### config.mk
export PLATFORM = sky130hd
export DESIGN_NAME = hazard_ctrl
export DESIGN_NICKNAME = d
export VERILOG_FILES = /design/src/rtl/hazard_pkg.sv /design/src/rtl/hazard_fwd_sel.sv /design/src/rtl/hazard_ctrl.sv
export SDC_FILE = /design/constraint.sdc
export NUM_CORES = 1
export LEC_CHECK = 0
export CORE_MARGIN = 2
export CORE_UTILIZATION = 40
export CTS_CLUSTER_DIAMETER = 60
export DETAILED_ROUTE_END_ITERATION = 8
export GPL_ROUTABILITY_DRIVEN = 0
export MAX_ROUTING_LAYER = met4
export PLACE_DENSITY = 0.71
export SETUP_SLACK_MARGIN = 0.15
export SYNTH_ARGS = -nofsm -noshare
export SYNTH_HDL_FRONTEND = slang
export SYNTH_SLANG_ARGS = --single-unit
### constraint.sdc
create_clock -name clk -period 2.1 [get_ports clk]
set_input_delay 0.42 -clock clk [delete_from_list [all_inputs] [get_ports clk]]
set_output_delay 0.42 -clock clk [all_outputs]
set_load 0.02 [all_outputs]
### src/rtl/hazard_pkg.sv
// rtl/hazard_pkg.sv - shared encodings, stage constants and shadow entry type for hazard_ctrl
package hazard_pkg;

    localparam logic [1:0] FWD_RF  = 2'b00;
    localparam logic [1:0] FWD_WB  = 2'b01;
    localparam logic [1:0] FWD_MEM = 2'b10;

    localparam int STG_EX  = 2;
    localparam int STG_MEM = 3;

    // Register fields are stored at this width; narrower REG_ADDR_W is zero-extended.
    localparam int REG_ADDR_W_MAX = 8;

    typedef struct packed {
        logic                      valid;
        logic [REG_ADDR_W_MAX-1:0] rs;
        logic [REG_ADDR_W_MAX-1:0] rt;
        logic                      use_rs;
        logic                      use_rt;
        logic [REG_ADDR_W_MAX-1:0] dst;
        logic                      regwrite;
        logic                      is_load;
    } shadow_t;

endpackage

### src/rtl/hazard_fwd_sel.sv
// rtl/hazard_fwd_sel.sv - forwarding select for one ALU operand from the MEM and WB shadow entries
module hazard_fwd_sel
    import hazard_pkg::*;
(
    input  logic [REG_ADDR_W_MAX-1:0] src,
    input  logic                      use_src,
    input  shadow_t                   mem,
    input  shadow_t                   wb,
    output logic [1:0]                sel
);

    logic mem_hit;
    logic wb_hit;
    logic unused_fields;

    // A load in MEM has no data yet; the load-use stall lets it reach WB first.
    assign mem_hit = use_src && mem.regwrite && !mem.is_load
                     && (mem.dst != '0) && (mem.dst == src);
    assign wb_hit  = use_src && wb.regwrite && (wb.dst != '0) && (wb.dst == src);

    always_comb begin
        sel = FWD_RF;
        if (mem_hit) begin
            sel = FWD_MEM;
        end else if (wb_hit) begin
            sel = FWD_WB;
        end
    end

    assign unused_fields = ^{mem.valid, mem.rs, mem.rt, mem.use_rs, mem.use_rt,
                             wb.valid, wb.rs, wb.rt, wb.use_rs, wb.use_rt, wb.is_load};

endmodule

### src/rtl/hazard_ctrl.sv
// rtl/hazard_ctrl.sv - 5-stage pipeline hazard/forwarding controller; HAZARD_PERF_EN adds perf counters
module hazard_ctrl
    import hazard_pkg::*;
#(
    parameter int REG_ADDR_W = 5,
    parameter int LOAD_LAT   = 1,
    parameter int BR_STAGE   = 3
) (
    input  logic                  clk,
    input  logic                  rst,
    input  logic                  id_valid,
    input  logic [REG_ADDR_W-1:0] id_rs,
    input  logic [REG_ADDR_W-1:0] id_rt,
    input  logic                  id_use_rs,
    input  logic                  id_use_rt,
    input  logic [REG_ADDR_W-1:0] id_dst,
    input  logic                  id_regwrite,
    input  logic                  id_is_load,
    input  logic                  br_taken,
    output logic                  pc_stall,
    output logic                  ifid_stall,
    output logic                  idex_bubble,
    output logic                  flush_ifid,
    output logic                  flush_idex,
    output logic                  flush_exmem,
    output logic [1:0]            fwd_a,
    output logic [1:0]            fwd_b
`ifdef HAZARD_PERF_EN
    ,
    output logic [31:0]           perf_stall_cycles,
    output logic [31:0]           perf_flushes
`endif
);

    localparam logic [2:0] LAT_M1    = 3'(LOAD_LAT - 1);
    localparam logic       FLUSH_MEM = (BR_STAGE == STG_MEM);

    shadow_t    ex_q;
    shadow_t    mem_q;
    shadow_t    wb_q;
    shadow_t    id_ent;
    logic [2:0] cnt_q;

    logic [REG_ADDR_W_MAX-1:0] id_rs_x;
    logic [REG_ADDR_W_MAX-1:0] id_rt_x;
    logic                      id_match;
    logic                      load_use;
    logic                      stall;
    logic [1:0]                sel_a;
    logic [1:0]                sel_b;

    assign id_rs_x = REG_ADDR_W_MAX'(id_rs);
    assign id_rt_x = REG_ADDR_W_MAX'(id_rt);

    always_comb begin
        id_ent          = '0;
        id_ent.valid    = id_valid;
        id_ent.rs       = id_rs_x;
        id_ent.rt       = id_rt_x;
        id_ent.use_rs   = id_valid && id_use_rs;
        id_ent.use_rt   = id_valid && id_use_rt;
        id_ent.dst      = REG_ADDR_W_MAX'(id_dst);
        id_ent.regwrite = id_valid && id_regwrite;
        id_ent.is_load  = id_valid && id_is_load;
    end

    assign id_match = (id_use_rs && (id_rs_x == ex_q.dst))
                   || (id_use_rt && (id_rt_x == ex_q.dst));
    assign load_use = id_valid && ex_q.is_load && (ex_q.dst != '0) && id_match;

    // The trigger cycle is the first bubble, so the counter only covers the remaining LOAD_LAT-1.
    assign stall = !br_taken && ((cnt_q != 3'd0) || load_use);

    always_ff @(posedge clk or posedge rst) begin
        if (rst) begin
            ex_q  <= '0;
            mem_q <= '0;
            wb_q  <= '0;
            cnt_q <= 3'd0;
        end else begin
            wb_q  <= mem_q;
            mem_q <= (br_taken && FLUSH_MEM) ? '0 : ex_q;
            ex_q  <= (br_taken || stall) ? '0 : id_ent;
            if (br_taken) begin
                cnt_q <= 3'd0;
            end else if (cnt_q != 3'd0) begin
                cnt_q <= cnt_q - 3'd1;
            end else if (load_use) begin
                cnt_q <= LAT_M1;
            end
        end
    end

    hazard_fwd_sel u_fwd_a (
        .src     (ex_q.rs),
        .use_src (ex_q.use_rs),
        .mem     (mem_q),
        .wb      (wb_q),
        .sel     (sel_a)
    );

    hazard_fwd_sel u_fwd_b (
        .src     (ex_q.rt),
        .use_src (ex_q.use_rt),
        .mem     (mem_q),
        .wb      (wb_q),
        .sel     (sel_b)
    );

    assign pc_stall    = !rst && stall;
    assign ifid_stall  = !rst && stall;
    assign idex_bubble = !rst && stall;
    assign flush_ifid  = !rst && br_taken;
    assign flush_idex  = !rst && br_taken;
    assign flush_exmem = !rst && br_taken && FLUSH_MEM;
    assign fwd_a       = rst ? FWD_RF : sel_a;
    assign fwd_b       = rst ? FWD_RF : sel_b;

`ifdef HAZARD_PERF_EN
    always_ff @(posedge clk or posedge rst) begin
        if (rst) begin
            perf_stall_cycles <= 32'd0;
            perf_flushes      <= 32'd0;
        end else begin
            if (pc_stall && (perf_stall_cycles != 32'hFFFF_FFFF)) begin
                perf_stall_cycles <= perf_stall_cycles + 32'd1;
            end
            if (br_taken && (perf_flushes != 32'hFFFF_FFFF)) begin
                perf_flushes <= perf_flushes + 32'd1;
            end
        end
    end
`endif

endmodule

# Yosys cells after proc, flatten, opt, wreduce, memory -nomap -nowiden
# Index checks and enable logic that the tools add are counted.
# word_totals
ff_bits	50
latch_bits	0
mem_bits_rw	0
romBits	0
input_bits	23
out_inout_bits	10
word_cells	68
n_memories	0
# classes
n_addsub	1
mul	0
div	0
magnitude_cmp	0
n_eq_ne	6
n_shift	0
n_mux	11
bitwise_logic	0
n_reduce_logical	37
# op_table
op	count
$eq 8x8->1	4
$mux 29	1
$logic_and 1x1->1	26
$reduce_bool 8->1	3
$eq 5x8->1	2
$mux 10	1
$mux 3	3
$mux 2	4
$reduce_bool 3->1	2
$logic_not 1->1	3
$logic_or 1x1->1	3
$sub 3x1->3 const B	1
$mux 1	2

# Longest topological paths before layout
# logic_depth
word_depth	8
mapped_depth	6
depth_no_buf	6

# Modules after synthesis
# From an unflattened synthesis, not the netlist that was laid out.
# hier_totals
hier_cells	225
area_unflattened_um2	2727.6
# modules_own_cells
module	n_inst	cells_each	area_each_um2	seq_area_each_um2
hazard_ctrl	1	161	2224.6	1576.5
hazard_fwd_sel	2	32	251.5	0.0

# Worst setup path after synthesis
# OpenSTA, ideal clock, no wires.
# synth_path
kind	reg2out
start	reg ex_q[5] (netlist name)
end	out ifid_stall
t_arrival_ps	2046
required_time_ps	1680
slack_ps	-366
path_stages_with_launch	7
path_buffers	1
cell_sequence	dfrtp_1 > xnor2_1 > nand4_1 > o22ai_2 > nand2_1 > a211oi_1 > buf_4
# synth_between
elab_chain_cells	7
elab_cells_between_ends	11
cone_classes	2 x eq/ne; 9 x reduce/logical
# synth_rtl
item	line_no	rtl
start, declared	hazard_ctrl.sv:38	shadow_t ex_q;
start signal, assigned	hazard_ctrl.sv:83	ex_q <= (br_taken || stall) ? '0 : id_ent;
$eq 5x8->1 (on tied branches)	hazard_ctrl.sv:67, hazard_ctrl.sv:68	
$logic_and 1x1->1 (on tied branches)	hazard_ctrl.sv:67, hazard_ctrl.sv:68	
$logic_or 1x1->1	hazard_ctrl.sv:68	|| (id_use_rt && (id_rt_x == ex_q.dst));
$logic_and 1x1->1 *	hazard_ctrl.sv:69	assign load_use = id_valid && ex_q.is_load && (ex_q.dst != '0) && id_match;
$logic_or 1x1->1 *	hazard_ctrl.sv:72	assign stall = !br_taken && ((cnt_q != 3'd0) || load_use);
$logic_and 1x1->1 *	hazard_ctrl.sv:72	
$logic_and 1x1->1 *	-	
end, declared	hazard_ctrl.sv:21	output logic ifid_stall,
# Every way passes the cells marked *; elsewhere a longest branch is shown, timed or not.

# Worst setup path after layout
# layout_path
start	in id_rs[1]
end	out idex_bubble
# layout_between
elab_chain_cells	7
# layout_rtl
item	line_no	rtl
start, declared	hazard_ctrl.sv:12	input logic [REG_ADDR_W-1:0] id_rs,
$eq 5x8->1	hazard_ctrl.sv:67	assign id_match = (id_use_rs && (id_rs_x == ex_q.dst))
$logic_and 1x1->1	hazard_ctrl.sv:67	
$logic_or 1x1->1	hazard_ctrl.sv:68	
$logic_and 1x1->1	hazard_ctrl.sv:69	
$logic_or 1x1->1	hazard_ctrl.sv:72	
$logic_and 1x1->1	hazard_ctrl.sv:72	
$logic_and 1x1->1	hazard_ctrl.sv:112	assign idex_bubble = !rst && stall;
end, declared	hazard_ctrl.sv:22	output logic idex_bubble,
# Every way passes these cells.

==> results.cfg <==
[yosys]
yosys.area.top_type = dfrtp_1
ys.flop_type = dfrtp_1
yosysUniqueCellTypes = 31
yosys-top-cells-area = dfrtp_1 (52%), xor2_1 (8.3%), xnor2_1 (7.3%)
synth_nets = 175
async_reset_ff_share_pct = 100
syn_avg_cell_area_um2 = 11.2
yosysTopAreaCellShare_pct = 51.9
synth_seq_area_share_pct = 51.9
synth_cells = 150
syn_area_um2 = 1690
ys_seq_elements = 35
synth_edf_count = 0
ys_warn_count = 0

[detailed_routing]
dr.pass1.iters = 4
wirelength_um = 3440
vias = 1250
via_per_inst = 4.72
antenna_left = 0
drc = 0
drt-initial-drc-count = 31
wl_per_cell_um = 13.0

[power_and_ir_drop]
powerDensity_nw_per_um2 = 780
clkPwrFrac_pct = 32.6
leakagePower_nw = 1.19
p_int_mw = 1.39
seq_power_share_pct = 42.3
power_frac_comb_pct = 25.1
p_switching_uw = 512
ir_drop_v = 0.000429
swShare_pct = 26.9
p_total_mw = 1.91

[cts]
cts_buffer_depth = 2
insertion_delay_ns = 0.28
cts_buffers = 5
root_buffer = clkbuf_8
cts.sinks = 35
clkSlewWorstSetupHoldPaths_ns = 0.07
h-tree-depth = 2
holdBufCountCts = 0
cts_tree = built

[critical_path]
slowest_delay_ns = 0.51
worstSetupPathType = in -> out
crit_path_max_fanout = 3
crit_path_start_kind = input pin
crit_family = buffers and inverters
cp_data_arrival_time_ns = 1.85
critical_path_required_ns = 1.68
path_cells = clkdlybuf4s50_1 > xnor2_1 > nand2_1 > o22ai_4 > nand2_2 > a211oi_4 > buf_6
critPathBufInv = 2
crit_slowest_cell = clkdlybuf4s50_1
endpoint_kind = primary output

[timing]
fin_crit_ns = 2.27
fin_ws_ns = -0.167
finalHoldViolCount = 0
clock_skew_ns = 0.00429
grt_setup_unrepaired = true
maxSlewViolCount = 0
worst_pin_slew_ns = 0.422
finalCritPeriodShare_pct = 108
setup_viol_count_final = 7
max_clock_freq_mhz = 441
slew_headroom_pct = 71.9

[die]
start_util_pct = 41.9
core_um2 = 4030
rows = 23
dieArea_um2 = 4750
chipHeight_um = 68.9
die_w_um = 68.9
ioPinCount = 33

[global_routing]
antenna_found_initial = 0
grtUsageTotal_pct = 17.4
grt_pass1_wl_um = 5600
grt_max_degree = 36
first_global_vias = 1237
overflow = 0

[final_layout]
fillers = 333
antennaDiodeCount = 0
nNetsFinal = 239
multi_input_comb_area_um2 = 833
area_delta_synth_final_pct = 44.8
layout-drive-gt1-share_pct = 30.7
regArea_um2 = 877

[place]
portBuffers = 32
hpwl_um = 2690
pre_cts_ws_ns = -0.801

[run_status]
status = finished, violations left
violations = negative setup slack

[job]
cap_violations = 0

[worst_hold_path]
min_path_type = reg -> reg
[worst reg2reg max path, cell delays in order, from the launching register on]
cell	delay, ns
dfrtp_2	0.45
or3_1	0.39
o311a_4	0.33
buf_4	0.16
a21oi_4	0.15
buf_4	0.16
and3_1	0.15
[stage by stage]
stage          hold slack [ns]  cell area [um2]  cells  util (%)  TNS (ns)
2_1_floorplan            0.346             1740    150         -         0
3_3_place_gp             0.362             2260    251      56.2     -4.00
3_5_place_dp             0.363             2260    251      56.2     -4.33
4_1_cts                  0.374             2440    265      60.5     -1.18
5_1_grt                  0.402             2440    265      60.6     -1.50
6_report                 0.369             2440    265      60.6    -0.837
[cell type report]
cell class	count	share of cell area [%]
multi-input combinational	106	34.1
tap	50	2.56
timing repair buffer	63	22.0
clock inverter	2	1.43
sequential	35	35.9
inverter	3	0.615
clock buffer	6	3.38
[cell usage in the layout (no fill, tap or decap), types with 3 or more instances in the layout]
| master | Yosys | layout |
|---|---|---|
| and2_1 | 15 | 15 |
| and3_1 | 5 | 5 |
| buf_2 | 0 | 3 |
| buf_4 | 4 | 33 |
| buf_6 | 1 | 4 |
| clkbuf_8 | 0 | 6 |
| clkdlybuf4s50_1 | 0 | 13 |
| dfrtp_1 | 35 | 34 |
| dlygate4sd2_1 | 0 | 9 |
| nand2_1 | 7 | 6 |
| nand3_1 | 3 | 3 |
| nand4_1 | 4 | 4 |
| nor2_1 | 6 | 4 |
| nor2b_1 | 8 | 8 |
| nor3b_2 | 0 | 3 |
| xnor2_1 | 14 | 12 |
| xor2_1 | 16 | 16 |
[repair_timing]
action | 4_1_cts | 5_1_grt
hold endpoints to repair | 0 | 0
buffers inserted | 6 | 0
pin swaps | 14 | 5
endpoints found under the setup margin | 14 | 7
gates resized for setup | 67 | 1
[final timing paths]
| path | startpoint | endpoint | slack, ns | cells past startpoint |
|---|---|---|---|---|
| max in group asynchronous | rst | ex_q[2] | 1.09 | 3 |
| hold / removal | mem_q[1] | wb_q[1] | 0.37 | 0 |
| hold reg to reg | mem_q[1] | wb_q[1] | 0.37 | 0 |
| setup reg to reg | ex_q[2] | ex_q[0] | 0.26 | 6 |
| setup / recovery | id_rs[1] | idex_bubble | -0.17 | 7 |
| min in group asynchronous | rst | wb_q[4] | 0.69 | 3 |
[power by group through the flow]
stage | clock, mW | combinational, mW | sequential, mW
floorplan | 0 | 0.265 | 0.811
global placement | 0 | 0.425 | 0.818
detailed placement | 0 | 0.436 | 0.820
CTS | 0.633 | 0.478 | 0.808
global route | 0.669 | 0.528 | 0.817
finish | 0.620 | 0.479 | 0.806
[cell families after synthesis]
group,after synthesis,synth area share [%]
AO/OA/AOI/OAI,11,6.08
XOR/XNOR,30,15.6
adder cells (fa/ha/maj),2,1.48
buffers and inverters,9,3.34
flip-flops,35,51.9
AND/OR/NAND/NOR,63,21.6
[state kept, by name (all words and copies together) (netlist names)]
name,cells
ex_q,19
mem_q,7
cnt_q,3
wb_q,6
[metal layers]
layer | GRT usage (%) | share of wire, % | wire length [um]
met2 | 27.6 | 52 | 1780
met5 | - | 0 | 0
met1 | 21.2 | 43 | 1470
met4 | 6.62 | 1.2 | 42
met3 | 4.87 | 4.2 | 143
[cell usage after synthesis, drive strengths merged, types with 2 or more instances]
cell type and number:
xor2 16, nor2b 8, nand2 7, or4 2, and2 15, nor2 6, inv 3, ha 2
nand4 4, a21oi 3, nor3b 3, dfrtp 35, and3 5, buf 5, nor4 4, or3 2
nor3 2, a211oi 2, xnor2 14, nand3 3
Power figures use the tool's default switching activity.
